--- src/rtl/uart_rx_if.sv ---
`default_nettype none
// +--------------------------------------------------------------------------+
// | uart_rx_if : serial-line and receive-result bundle for uart_rx.          |
// | Optional parity_err member exists when UART_RX_PARITY_EN is defined.     |
// | Revision   : 1.0                                                         |
// +--------------------------------------------------------------------------+
interface uart_rx_if #(
  parameter int DBIT = 8
);
  logic            rx;
  logic            s_tick;
  logic [DBIT-1:0] dout;
  logic            rx_done_tick;
  logic            frame_err;
  logic            busy;
`ifdef UART_RX_PARITY_EN
  logic            parity_err;

  modport master (
    output rx, s_tick,
    input  dout, rx_done_tick, frame_err, busy, parity_err
  );

  modport slave (
    input  rx, s_tick,
    output dout, rx_done_tick, frame_err, busy, parity_err
  );
`else
  modport master (
    output rx, s_tick,
    input  dout, rx_done_tick, frame_err, busy
  );

  modport slave (
    input  rx, s_tick,
    output dout, rx_done_tick, frame_err, busy
  );
`endif
endinterface
`default_nettype wire

--- src/rtl/uart_rx.sv ---
`default_nettype none
// +--------------------------------------------------------------------------+
// | uart_rx : 16x-oversampled UART receiver, mid-bit sampling, LSB first,    |
// | one-clk done/frame-error strobes. Define UART_RX_PARITY_EN for an even   |
// | parity bit between data and stop, reported on parity_err.                |
// | Revision   : 1.0                                                         |
// +--------------------------------------------------------------------------+
module uart_rx #(
  parameter int DBIT    = 8,
  parameter int SB_TICK = 16
) (
  input  logic      clk,
  input  logic      reset,
  uart_rx_if.slave  bus
);

  localparam logic [2:0] c_st_idle   = 3'd0;
  localparam logic [2:0] c_st_start  = 3'd1;
  localparam logic [2:0] c_st_data   = 3'd2;
  localparam logic [2:0] c_st_stop   = 3'd3;
`ifdef UART_RX_PARITY_EN
  localparam logic [2:0] c_st_parity = 3'd4;
`endif

  localparam logic [4:0] c_mid_start = 5'd7;
  localparam logic [4:0] c_bit_end   = 5'd15;
  localparam logic [4:0] c_stop_end  = 5'(SB_TICK - 1);
  localparam logic [2:0] c_last_bit  = 3'(DBIT - 1);

  logic            r_rx_meta;
  logic            r_rx_s;
  logic [2:0]      r_state;
  logic [2:0]      w_state_nxt;
  logic [4:0]      r_s;
  logic [4:0]      w_s_nxt;
  logic [2:0]      r_n;
  logic [2:0]      w_n_nxt;
  logic [DBIT-1:0] r_sr;
  logic [DBIT-1:0] w_sr_nxt;
  logic [DBIT-1:0] r_dout;
  logic            r_done;
  logic            r_ferr;
  logic            w_frame_end;
  logic            w_ferr_nxt;
  logic            w_busy;
`ifdef UART_RX_PARITY_EN
  logic            r_par;
  logic            w_par_nxt;
  logic            r_perr;
  logic            w_perr_nxt;
`endif

  // Two-flop synchroniser; resets to the idle (high) line level.
  always_ff @(posedge clk or negedge reset) begin
    if (!reset) begin
      r_rx_meta <= 1'b1;
      r_rx_s    <= 1'b1;
    end else begin
      r_rx_meta <= bus.rx;
      r_rx_s    <= r_rx_meta;
    end
  end

  // State register together with counters, shifter and result registers.
  always_ff @(posedge clk or negedge reset) begin
    if (!reset) begin
      r_state <= c_st_idle;
      r_s     <= '0;
      r_n     <= '0;
      r_sr    <= '0;
      r_dout  <= '0;
      r_done  <= 1'b0;
      r_ferr  <= 1'b0;
`ifdef UART_RX_PARITY_EN
      r_par   <= 1'b0;
      r_perr  <= 1'b0;
`endif
    end else begin
      r_state <= w_state_nxt;
      r_s     <= w_s_nxt;
      r_n     <= w_n_nxt;
      r_sr    <= w_sr_nxt;
      r_done  <= w_frame_end;
      r_ferr  <= w_ferr_nxt;
      if (w_frame_end) begin
        r_dout <= r_sr;
      end
`ifdef UART_RX_PARITY_EN
      r_par   <= w_par_nxt;
      r_perr  <= w_perr_nxt;
`endif
    end
  end

  // Next-state logic; counters only advance on s_tick.
  always_comb begin
    w_state_nxt = r_state;
    w_s_nxt     = r_s;
    w_n_nxt     = r_n;
    w_sr_nxt    = r_sr;
`ifdef UART_RX_PARITY_EN
    w_par_nxt   = r_par;
`endif
    case (r_state)
      c_st_idle: begin
        if (!r_rx_s) begin
          w_state_nxt = c_st_start;
          w_s_nxt     = '0;
        end
      end
      c_st_start: begin
        if (bus.s_tick) begin
          if (r_s == c_mid_start) begin
            if (!r_rx_s) begin
              w_state_nxt = c_st_data;
              w_s_nxt     = '0;
              w_n_nxt     = '0;
            end else begin
              w_state_nxt = c_st_idle;
            end
          end else begin
            w_s_nxt = r_s + 5'd1;
          end
        end
      end
      c_st_data: begin
        if (bus.s_tick) begin
          if (r_s == c_bit_end) begin
            w_sr_nxt = {r_rx_s, r_sr[DBIT-1:1]};
            w_s_nxt  = '0;
            if (r_n == c_last_bit) begin
`ifdef UART_RX_PARITY_EN
              w_state_nxt = c_st_parity;
`else
              w_state_nxt = c_st_stop;
`endif
            end else begin
              w_n_nxt = r_n + 3'd1;
            end
          end else begin
            w_s_nxt = r_s + 5'd1;
          end
        end
      end
`ifdef UART_RX_PARITY_EN
      c_st_parity: begin
        if (bus.s_tick) begin
          if (r_s == c_bit_end) begin
            w_par_nxt   = r_rx_s;
            w_s_nxt     = '0;
            w_state_nxt = c_st_stop;
          end else begin
            w_s_nxt = r_s + 5'd1;
          end
        end
      end
`endif
      c_st_stop: begin
        if (bus.s_tick) begin
          if (r_s == c_stop_end) begin
            w_state_nxt = c_st_idle;
          end else begin
            w_s_nxt = r_s + 5'd1;
          end
        end
      end
      default: begin
        w_state_nxt = c_st_idle;
      end
    endcase
  end

  // Output decode: strobes are registered from these one cycle later.
  always_comb begin
    w_frame_end = (r_state == c_st_stop) && bus.s_tick && (r_s == c_stop_end);
    w_ferr_nxt  = w_frame_end && !r_rx_s;
    w_busy      = (r_state != c_st_idle);
`ifdef UART_RX_PARITY_EN
    w_perr_nxt  = w_frame_end && ((^r_sr) ^ r_par);
`endif
  end

  assign bus.dout         = r_dout;
  assign bus.rx_done_tick = r_done;
  assign bus.frame_err    = r_ferr;
  assign bus.busy         = w_busy;
`ifdef UART_RX_PARITY_EN
  assign bus.parity_err   = r_perr;
`endif

endmodule
`default_nettype wire

--- src/flat_wrapper.sv ---
// flat-port wrapper written by rule: the top's interface ports become plain ports
module uart_rx_flat 
#(
  parameter int DBIT    = 8,
  parameter int SB_TICK = 16
)
  (clk, reset, bus_rx, bus_s_tick, bus_dout, bus_rx_done_tick, bus_frame_err, bus_busy);
  uart_rx_if #(.DBIT(DBIT)) bus_i ();
  input  logic clk;
  input  logic reset;
  input wire logic [$bits(bus_i.rx)-1:0] bus_rx;
  input wire logic [$bits(bus_i.s_tick)-1:0] bus_s_tick;
  output wire logic [$bits(bus_i.dout)-1:0] bus_dout;
  output wire logic [$bits(bus_i.rx_done_tick)-1:0] bus_rx_done_tick;
  output wire logic [$bits(bus_i.frame_err)-1:0] bus_frame_err;
  output wire logic [$bits(bus_i.busy)-1:0] bus_busy;
  assign bus_i.rx = bus_rx;
  assign bus_i.s_tick = bus_s_tick;
  assign bus_dout = bus_i.dout;
  assign bus_rx_done_tick = bus_i.rx_done_tick;
  assign bus_frame_err = bus_i.frame_err;
  assign bus_busy = bus_i.busy;
  uart_rx #(.DBIT(DBIT), .SB_TICK(SB_TICK)) u_core (.clk(clk), .reset(reset), .bus(bus_i));
endmodule
--- config.mk ---
export PLATFORM = sky130hd
export DESIGN_NAME = uart_rx_flat
export DESIGN_NICKNAME = d
export VERILOG_FILES = /design/src/rtl/uart_rx_if.sv /design/src/rtl/uart_rx.sv /design/src/flat_wrapper.sv
export SDC_FILE = /design/constraint.sdc
export NUM_CORES = 1
export LEC_CHECK = 0
export ABC_AREA = 1
export BUFFER_PORTS_ARGS = -buffer_cell sky130_fd_sc_hd__buf_2
export CAP_MARGIN = 20
export CORE_MARGIN = 2
export CORE_UTILIZATION = 55
export CTS_CLUSTER_DIAMETER = 120
export DETAILED_ROUTE_END_ITERATION = 8
export PLACE_DENSITY = 0.78
export SLEW_MARGIN = 20
export SYNTH_ARGS = -nofsm -noshare
export SYNTH_HDL_FRONTEND = slang
export SYNTH_SLANG_ARGS = --single-unit
--- constraint.sdc ---
create_clock -name clk -period 4.8 [get_ports clk]
set_input_delay 0.96 -clock clk [delete_from_list [all_inputs] [get_ports clk]]
set_output_delay 0.96 -clock clk [all_outputs]
set_load 0.03 [all_outputs]
==> out/results.ini, run 1 <==
[status]
status = completed

[cells_and_area]
antenna_cells = 0
final_util_pct = 62.79
final_layout_size_suffix_gt1_share_pct = 27.89
synthToLayoutAreaGrowth_pct = 9.585
final_cell_count_no_fill = 221
multi_input_area_um2 = 686.9
seq_area_um2 = 753.2
num-fill-cells = 229
nets = 198

[critical_path]
crit_type = register to output port
crit_required_ps = 3840
rr_startpoint = u_core.r_s[0]$_DFFE_PN0P_
r2r-end = u_core.bus.dout[0]$_DFFE_PN0P_
crit_path_end = bus_busy
worstPathArrival_ps = 1490
r2r_cells = 7
cp-start-kind = register
rrSetupSlack_ps = 2850
cp-startpoint = u_core.r_state[1]$_DFFE_PN0P_
end_kind = output port
cp_max_fo = 8

[route]
via_per_inst = 5.176
firstDrtPassIters = 5
drc_errors = 0
route.vias.total = 1144
routedWlPerCell_um = 11.57
detail-route-antenna-nets = 0
first_iter_violations = 34
detail_route.wirelength_um = 2557

[floorplanning]
coreArea_mm2 = 0.002734
die_h_um = 57.37
num_rows = 19
die_area_mm2 = 0.003291
initial_core_util_pct = 57.30
die_w_um = 57.37
ioPinCount = 15

[global_routing]
grt_antenna_before_repair = 0
grt_pass1_vias = 1122
grt_util_all_layers_pct = 19.48
grt_max_degree = 31
grt_remaining_overflow = 0
grt_pass1_wl_um = 4836

[yosys]
synthTopCellsByArea = dfrtp_1, nand2_1, inv_1, o21ai_2, ha_1
synthMuxAreaShare_pct = 0.7188
yosys.area.top_type_share_pct = 44.73
synth_top_family_by_area = simple AND/OR/NAND/NOR gates
syn-num-nets = 180
synth_flop_cell = dfrtp_1
async_reset_ff_share_pct = 100.0
synth-edff-count = 0
synth-compound-area-share_pct = 9.105
synth_cells = 171
synth_seq_cells = 30
yosysUniqueCellTypes = 26
synthAdderAreaFrac_pct = 3.994
yosys.area.top_type = dfrtp_1
synthXorXnorAreaFrac_pct = 0
avgSynthCellArea_um2 = 9.161
synthTopCellsByCount = nand2_1, dfrtp_1, inv_1
syn_area_mm2 = 0.001567
yosysSeqAreaShare_pct = 48.08
synth_most_common_cell = nand2_1
ys_warn_count = 0
synth-simple-area-share_pct = 30.03

[cts]
postCtsHoldBufs = 0
post_cts_resized = 0
clock_sinks = 30
cts_buffers = 5
clock_insertion_delay_worst_skew_ps = 330
cts_tree = built
clock-root-buffer = clkbuf_4
cts_buffer_depth = 2
clk_pin_slew_worst_paths_ps = 90
h-tree-depth = 2
postCtsSetupRepairBufs = 0

[power_and_ir_drop]
power.total_mw = 0.7147
ir_worst_vdd_uv = 331.9
power.leakage_nw = 0.9147
power.density_mw_per_mm2 = 416.4

[sta]
finClkSkew_ps = 3.175
slew_headroom_pct = 57.73
maxSlewViolCount = 0
hold_viol_final = 0
finalSetupTns_ps = 0
rsz0062_at_grt = no
worst_hold_slack_ps = 361.8
post-route-period-util_pct = 50.97
tightestPinTransition_ps = 634.1
fmax_ghz = 0.4087
post-route-min-period_ps = 2447
finalSetupViolCount = 0

[flow_run]
maxCapViolations = 0

[place]
dpl.cell_count = 213
io_buffers = 14
place_congestion = 0.9202
dp_hpwl_um = 1908

[hold_path]
hold_path_depth = 0
min_path_type = register to register

## cell families after synthesis
| group | count (synthesis) |
|---|---|
| and+or+nand+nor | 91 |
| DFF | 30 |
| buffers and inverters | 26 |
| AOI/OAI and AO/OA | 18 |
| adders and majority gates | 5 |
| muxes | 1 |
## worst min path at each step
stage / from / slack, ps / endpoint
2_1_floorplan: u_core.r_rx_meta$_DFF_PN1_ / 350 / u_core.r_rx_s$_DFF_PN1_
3_3_place_gp: u_core.r_rx_meta$_DFF_PN1_ / 350 / u_core.r_rx_s$_DFF_PN1_
3_5_place_dp: u_core.r_rx_meta$_DFF_PN1_ / 350 / u_core.r_rx_s$_DFF_PN1_
4_1_cts: u_core.r_rx_meta$_DFF_PN1_ / 360 / u_core.r_rx_s$_DFF_PN1_
5_1_grt: u_core.r_rx_meta$_DFF_PN1_ / 370 / u_core.r_rx_s$_DFF_PN1_
6_report: u_core.r_rx_meta$_DFF_PN1_ / 360 / u_core.r_rx_s$_DFF_PN1_
## where the power goes
group | leakage, nW | internal, mW | total [mW] | switching [mW]
logic | 0.468 | 0.0707 | 0.211 | 0.140
registers | 0.408 | 0.272 | 0.307 | 0.0353
clock network | 0.0385 | 0.110 | 0.197 | 0.0874
## layer usage
metal / up-vias / share of wire (%) / wire length, um / GRT usage, %
met1: 535 / 45 / 1160 / 24.55
met2: 25 / 47 / 1204 / 29.38
met4: 0 / 1.9 / 48 / 8.306
li1: 580 / - / - / -
met3: 4 / 5.6 / 143 / 8.390
met5: - / 0 / 0 / 0
## critical path, cell delays in order, from the launching register on
cell and delay, ps:
dfrtp_1 620, inv_1 220, nand2_4 130, buf_2 200
## area by class of cell
| class | count | area share (%) |
|---|---|---|
| Clock buffer | 6 | 2.405 |
| Clock inverter | 2 | 2.187 |
| Inverter | 23 | 5.175 |
| Multi-Input combinational cell | 115 | 40.01 |
| Sequential cell | 30 | 43.88 |
| Tap cell | 31 | 2.259 |
| Timing Repair Buffer | 14 | 4.082 |
## state kept, by name, summed over array words and instances (netlist names)
name,flops
u_core.r_state,2
u_core.r_n,3
u_core.bus.dout,8
u_core.r_rx_meta,1
u_core.r_rx_s,1
u_core.bus.frame_err,1
u_core.r_sr,8
u_core.r_s,5
u_core.bus.rx_done_tick,1
## cells in the final DEF (no fill, tap or decap), types with 2 or more instances in the layout
cell / netlist / final
nand2_1: 44 / 44
dfrtp_1: 28 / 28
inv_1: 21 / 21
nor2_1: 15 / 15
buf_2: 0 / 14
nand3_1: 12 / 12
o21ai_2: 8 / 8
nand2_2: 6 / 6
a21oi_1: 5 / 5
ha_1: 5 / 5
clkbuf_4: 0 / 5
nand2_4: 3 / 3
a21oi_2: 3 / 3
nor2_8: 2 / 2
nand3_2: 2 / 2
nor2_4: 2 / 2
nand3b_1: 2 / 2
dfstp_2: 2 / 2
## through the flow
stage | instance area (um2) | setup slack (ps)
after floorplan | 1567 | 3075
after global placement | 1638 | 2777
after detailed placement | 1638 | 2695
after CTS | 1717 | 2339
after global routing | 1717 | 2269
final | 1717 | 2353
(Power assumes the default switching activity.)
==> run 2, diff against run 1 <==
Settings changed: CORE_UTILIZATION 55 to 52, PLACE_DENSITY 0.78 to 0.77.
Clock period 4.8 ns to 2 ns, I/O delays scaled along.
==> run 2 against run 1 <==
Critical path type is now register to register. Cell count grew 0.90%. Die area up 5.4%. Critical path depth up 4. Largest power group unchanged.
==> out/results.ini, run 2 (same netlist as run 1, synthesis figures left out) <==
[status]
status = completed

[cts]
cts_buffer_depth = 2  ; unchanged
cts_buffers = 5  ; unchanged
h-tree-depth = 2  ; unchanged
clock_sinks = 30  ; unchanged
post_cts_resized = 0  ; unchanged
postCtsHoldBufs = 0  ; unchanged
postCtsSetupRepairBufs = 0  ; unchanged
cts_tree = built
clock-root-buffer = clkbuf_4
clock_insertion_delay_worst_skew_ps = 330  ; about the same
clk_pin_slew_worst_paths_ps = 80  ; about the same

[sta]
slew_headroom_pct = 55.98  ; -1.7 points
finClkSkew_ps = 10.48  ; +7.304 ps
finalSetupTns_ps = 0  ; unchanged
hold_viol_final = 0  ; unchanged
fmax_ghz = 0.5571
finalSetupViolCount = 0  ; unchanged
maxSlewViolCount = 0  ; unchanged
post-route-period-util_pct = 89.76
tightestPinTransition_ps = 660.3  ; +26.19 ps
post-route-min-period_ps = 1795
rsz0062_at_grt = no

[floorplanning]
initial_core_util_pct = 55.84  ; -1.5 points
die_w_um = 58.89  ; +2.6%
ioPinCount = 15  ; unchanged
die_area_mm2 = 0.003467  ; +5.4%
coreArea_mm2 = 0.002805  ; +2.6%
die_h_um = 58.89  ; +2.6%
num_rows = 19  ; unchanged

[place]
io_buffers = 14  ; unchanged
place_congestion = 0.8050  ; -13%
placed_area_mm2 = 0.001653  ; +0.92%
dp_hpwl_um = 2049  ; +7.4%
dpl.cell_count = 215  ; +0.94%

[cells_and_area]
num-fill-cells = 252  ; +10%
antenna_cells = 0  ; unchanged
final_util_pct = 61.69  ; -1.1 points
seq_area_um2 = 753.2  ; unchanged
synthToLayoutAreaGrowth_pct = 10.46
multi_input_area_um2 = 689.4  ; +0.36%
final_cell_mix = nand2_1, dfrtp_1, inv_1, nor2_1, buf_2
nets = 200  ; +1.0%
final_cell_count_no_fill = 223  ; +0.90%
final_layout_size_suffix_gt1_share_pct = 28.65  ; +0.75 points
mostFrequentLayoutCell = nand2_1
stdcell_area_mm2 = 0.001730  ; +0.80%

[route]
via_per_inst = 5.179  ; about the same
firstDrtPassIters = 4  ; -1
first_iter_violations = 67  ; +97%
routedWlPerCell_um = 12.26  ; +6.0%
route.vias.total = 1155  ; +0.96%
drc_errors = 0  ; unchanged
detail_route.wirelength_um = 2735  ; +7.0%
detail-route-antenna-nets = 0  ; unchanged

[power_and_ir_drop]
clockPowerShare_pct = 26.8  ; -0.8 points
pwr-share-comb_pct = 31.8  ; +2.3 points
ir_worst_vdd_uv = 470.1  ; +42%
p_sw_share_pct = 36.38  ; -0.38 points
power.density_mw_per_mm2 = 996.8  ; +140%
power.leakage_nw = 0.9252  ; +1.1%
power.internal_mw = 1.097  ; +140%
p_switching_mw = 0.6274  ; +140%
p_seq_share_pct = 41.4  ; -1.5 points

[flow_run]
maxCapViolations = 0  ; unchanged

[global_routing]
grt_util_all_layers_pct = 18.97  ; -0.51 points
grt_remaining_overflow = 0  ; unchanged
grt_antenna_before_repair = 0  ; unchanged
grt_pass1_wl_um = 4857  ; +0.43%
grt_pass1_vias = 1115  ; -0.62%
grt_max_degree = 31  ; unchanged

[critical_path]
crit_required_ps = 2210  ; -1630 ps
cp_max_fo = 16  ; +8
cp-start-kind = register
crit_type = register to register
worstPathArrival_ps = 2000  ; +510 ps
end_kind = register

[hold_path]
min_path_type = primary input to asynchronous set/reset pin

-- run 2: cell count changes in the layout (fill, tap and decap cells not counted) --
cell,delta
buf_4,+2
clkbuf_1,+1
clkinvlp_4,-1
ha_1,-1
ha_2,+1
-- run 2: area by class of cell --
type / instances / share of cell area [%]
sequential: 30 / 43.53
clock buffer: 7 / 2.603
clock inverter: 1 / 1.735
tap: 31 / 2.242
multi-input combinational: 115 / 39.84
timing repair buffer: 16 / 4.917
inverter: 23 / 5.134
-- run 2: power by group through the flow --
stage / clock network [mW] / registers, mW / logic, mW
floorplan: 0 / 0.714 / 0.452
global placement: 0 / 0.720 / 0.524
detailed placement: 0 / 0.726 / 0.544
CTS: 0.475 / 0.715 / 0.549
global route: 0.507 / 0.723 / 0.608
finish: 0.462 / 0.714 / 0.548
-- run 2: layer usage --
metal,vias to the layer above,track usage (%),part of all wire [%]
met2,19,31.59,51
met3,7,4.615,3.7
met5,-,0,0
met1,557,23.14,43
met4,0,8.766,2.1
li1,572,-,-
-- run 2: worst max-delay path, cell delays in order, from the launching register on --
cell and delay [ps]:
dfrtp_1 420, ha_1 190, nand2_1 80, nor2_1 150, ha_2 240, nand3_2 330, nand2_1 200, o21ai_2 70
-- run 2: final timing paths --
check                           slack (ps)                             end  cells after the start                  startpoint
worst max-delay path                   200      u_core.r_sr[7]$_DFFE_PN0P_                      7   u_core.r_s[0]$_DFFE_PN0P_
worst min-delay path                    90       u_core.r_s[0]$_DFFE_PN0P_                      1                       reset
worst max register to register         200      u_core.r_sr[7]$_DFFE_PN0P_                      7   u_core.r_s[0]$_DFFE_PN0P_
worst min register to register         360         u_core.r_rx_s$_DFF_PN1_                      0  u_core.r_rx_meta$_DFF_PN1_
max in group asynchronous             1470  u_core.bus.dout[7]$_DFFE_PN0P_                      1                       reset
min in group clk                       170      u_core.r_rx_meta$_DFF_PN1_                      1                      bus_rx
-- run 2: metrics by stage --
step | power (mW) | setup slack [ps] | hold slack (ps)
6_report | 1.725 | 204.9 | 91.78
3_3_place_gp | 1.245 | 300.5 | 345.9
4_1_cts | 1.739 | 171.9 | 103.6
2_1_floorplan | 1.166 | 310.7 | 104.4
5_1_grt | 1.837 | 33.90 | 117.9
3_5_place_dp | 1.270 | 193.3 | 347.8
==> run 3, diff against run 2 <==
Settings changed: ABC_AREA 1 to unset, CORE_UTILIZATION 52 to 51.
==> run 3 against run 2 <==
Critical endpoint is now u_core.r_s[0]$_DFFE_PN0P_. Critical path depth did not move. First-iteration DRC count fell by 72%. Cell count fell by 22%. Global-route usage barely moved. Worst hold slack got worse by 2.5 ps. Fmax fell by 7.3%. Total power rose by 2.8%. Critical path type unchanged. Worst setup slack got worse by 140 ps. Routed wire length fell by 7.3%. Synthesized cell count fell by 29%. Clock skew fell by 5.3 ps. Non-clock buffer count rose by 3.
==> out/results.ini, run 3 <==
[status]
status = completed

[cts]
clock_sinks = 30  ; unchanged
cts_buffers = 5  ; unchanged
clk_pin_slew_worst_paths_ps = 100  ; +20 ps
h-tree-depth = 2  ; unchanged
cts_buffer_depth = 2  ; unchanged
clock-root-buffer = clkbuf_4
cts_tree = built
postCtsSetupRepairBufs = 0  ; unchanged
clock_insertion_delay_worst_skew_ps = 330  ; about the same

[critical_path]
r2r_cells = 7  ; unchanged
r2r-end = u_core.r_s[0]$_DFFE_PN0P_
crit_type = register to register
critPathMaxStageDelay_ps = 420  ; about the same
slowest_stage = dfrtp_1
cp_top_family = compound AO/OA/AOI/OAI gates
cp-start-kind = register
path_cells = ha_2, and3_1, ha_2, a21boi_2, o22ai_2, a31o_2, mux2_2
rr_startpoint = u_core.r_s[0]$_DFFE_PN0P_
worstPathArrival_ps = 2160  ; +160 ps
crit_required_ps = 2220  ; about the same
end_kind = register
crit_buf_inv = 0  ; unchanged
cp_max_fo = 4  ; -12
rrSetupSlack_ps = 60  ; -140 ps
crit_path_frequent_cell = ha_2

[floorplanning]
die_area_mm2 = 0.003162  ; -8.8%
initial_core_util_pct = 55.16  ; -0.68 points
die_h_um = 56.23  ; -4.5%
num_rows = 18  ; -1
die_w_um = 56.23  ; -4.5%
coreArea_mm2 = 0.002522  ; -10%
ioPinCount = 15  ; unchanged

[global_routing]
grt_antenna_before_repair = 0  ; unchanged
grt_pass1_vias = 993  ; -11%
grt_remaining_overflow = 0  ; unchanged
grt_util_all_layers_pct = 18.98  ; about the same
grt_pass1_wl_um = 4560  ; -6.1%
grt_max_degree = 31  ; unchanged

[sta]
post-route-min-period_ps = 1938  ; +142.4 ps
slew_headroom_pct = 55.64  ; -0.34 points
finalSetupViolCount = 0  ; unchanged
tightestPinTransition_ps = 665.4  ; +5.107 ps
post-route-period-util_pct = 96.88  ; +7.1 points
rsz0062_at_grt = no
finClkSkew_ps = 5.215  ; -5.265 ps
maxSlewViolCount = 0  ; unchanged
finalSetupTns_ps = 0  ; unchanged
fmax_ghz = 0.5161  ; -7.3%
hold_viol_final = 0  ; unchanged

[cells_and_area]
mostFrequentLayoutCell = nand2_1
synthToLayoutAreaGrowth_pct = 17.45
final_layout_size_suffix_gt1_share_pct = 35.17  ; +6.5 points
num-fill-cells = 204  ; -19%
nets = 153  ; -24%
final_cell_mix = nand2_1, dfrtp_1, buf_2, mux2_2, inv_1
stdcell_area_mm2 = 0.001634  ; -5.6%
antenna_cells = 0  ; unchanged

[route]
via_per_inst = 5.320  ; +2.7%
firstDrtPassIters = 4  ; unchanged
detail-route-antenna-nets = 0  ; unchanged
first_iter_violations = 19  ; -72%
drc_errors = 0  ; unchanged
routedWlPerCell_um = 14.49  ; +18%
detail_route.wirelength_um = 2535  ; -7.3%
route.vias.total = 931  ; -19%

[yosys]
yosys.area.top_type = dfrtp_1
synthTopCellsByArea = dfrtp_1, nand2_1, mux2_2, ha_1, dfstp_2
synthTopCellsByCount = nand2_1, dfrtp_1, mux2_2
ys_warn_count = 0  ; unchanged
yosysSeqAreaShare_pct = 54.14  ; +6.1 points
synth_seq_cells = 30  ; unchanged
async_reset_ff_share_pct = 100.0  ; unchanged
yosysUniqueCellTypes = 37  ; +42%
synth-edff-count = 0  ; unchanged
synth_flop_cell = dfrtp_1
syn-num-nets = 130  ; -28%
syn_area_mm2 = 0.001391  ; -11%
avgSynthCellArea_um2 = 11.50  ; +26%
synth_most_common_cell = nand2_1
yosys.area.top_type_share_pct = 50.36  ; +5.6 points
synth_cells = 121  ; -29%

[flow_run]
maxCapViolations = 0  ; unchanged

[power_and_ir_drop]
power.leakage_nw = 0.8489  ; -8.2%
ir_worst_vdd_uv = 804.8  ; +71%
power.density_mw_per_mm2 = 1085  ; +8.8%

[hold_path]
min_path_type = primary input to asynchronous set/reset pin

[place]
place_congestion = 0.7640  ; -5.1%
placed_area_mm2 = 0.001529  ; -7.5%
dp_hpwl_um = 1696  ; -17%
io_buffers = 14  ; unchanged

run 3: changes by cell type in the layout (fill, tap and decap cells not counted), sizes merged, moves of 3 or more:
| cell | previous run | this run |
|---|---|---|
| nand2 | 53 | 29 |
| nor2 | 19 | 3 |
| inv | 22 | 7 |
| nand3 | 14 | 2 |
| mux2 | 1 | 10 |
| o21ai | 10 | 3 |
| a21oi | 8 | 2 |
| buf | 16 | 19 |
run 3: worst register-to-register path, cell delays in order (launching register included):
cell      delay [ps]
dfrtp_1          420
ha_2             210
and3_1           210
ha_2             200
a21boi_2         170
o22ai_2          120
a31o_2           250
mux2_2           260
run 3: worst max path at each step:
stage / from / to / slack, ps / cells past startpoint
floorplan: u_core.r_s[0]$_DFFE_PN0P_ / u_core.r_s[0]$_DFFE_PN0P_ / 100 / 7
global placement: u_core.r_s[0]$_DFFE_PN0P_ / u_core.r_s[0]$_DFFE_PN0P_ / 120 / 7
detailed placement: u_core.r_s[0]$_DFFE_PN0P_ / u_core.r_s[0]$_DFFE_PN0P_ / 30 / 7
CTS: u_core.r_s[0]$_DFFE_PN0P_ / u_core.r_s[0]$_DFFE_PN0P_ / 6 / 7
global route: u_core.r_s[0]$_DFFE_PN0P_ / u_core.r_s[0]$_DFFE_PN0P_ / 1 / 7
finish: u_core.r_s[0]$_DFFE_PN0P_ / u_core.r_s[0]$_DFFE_PN0P_ / 60 / 7
run 3: report_power, final:
| group | switching [mW] | leakage [nW] | internal, mW |
|---|---|---|---|
| combinational | 0.264 | 0.423 | 0.241 |
| sequential | 0.0802 | 0.387 | 0.704 |
| clock | 0.220 | 0.0385 | 0.264 |
| total | 0.564 | 0.849 | 1.21 |
run 3: metrics by stage:
step	instances	util, %	setup slack [ps]	hold slack [ps]	power (mW)
after floorplan	121	-	101.1	104.4	1.149
after global placement	167	60.62	119.4	346.7	1.242
after detailed placement	167	60.62	33.21	346.9	1.268
after CTS	175	63.74	5.518	108.6	1.755
after global routing	175	64.78	1.086	120.2	1.891
final	175	64.78	62.45	89.26	1.772
run 3: layout make-up:
| type | count | area (um2) | area share (%) |
|---|---|---|---|
| Clock buffer | 6 | 41.29 | 2.527 |
| Inverter | 8 | 30.03 | 1.838 |
| Sequential cell | 30 | 753.2 | 46.09 |
| Tap cell | 30 | 37.54 | 2.297 |
| Timing Repair Buffer | 19 | 120.1 | 7.351 |
| Multi-Input combinational cell | 80 | 614.3 | 37.60 |
| Clock inverter | 2 | 37.54 | 2.297 |
run 3: per-layer routing:
metal,GRT usage [%],share of wire (%),vias up
li1,-,-,456
met1,22.46,44,451
met2,31.93,51,22
met3,6.977,4.2,2
met4,6.122,0.83,0
met5,0,0,-
run 3: logic make-up after synthesis:
group / Yosys count / share of synthesized area, %
compound gates: 16 / 8.994
xor+xnor: 1 / 0.6296
fa+ha+maj: 5 / 4.496
buf+inv: 11 / 3.597
flops: 30 / 54.14
mux: 12 / 9.802
simple gates: 46 / 18.34
run 3: what timing repair did:
item | in CTS | in global routing
hold buffers | 0 | 0
endpoints found under the setup margin | 0 | 21
resized for setup | 0 | 7
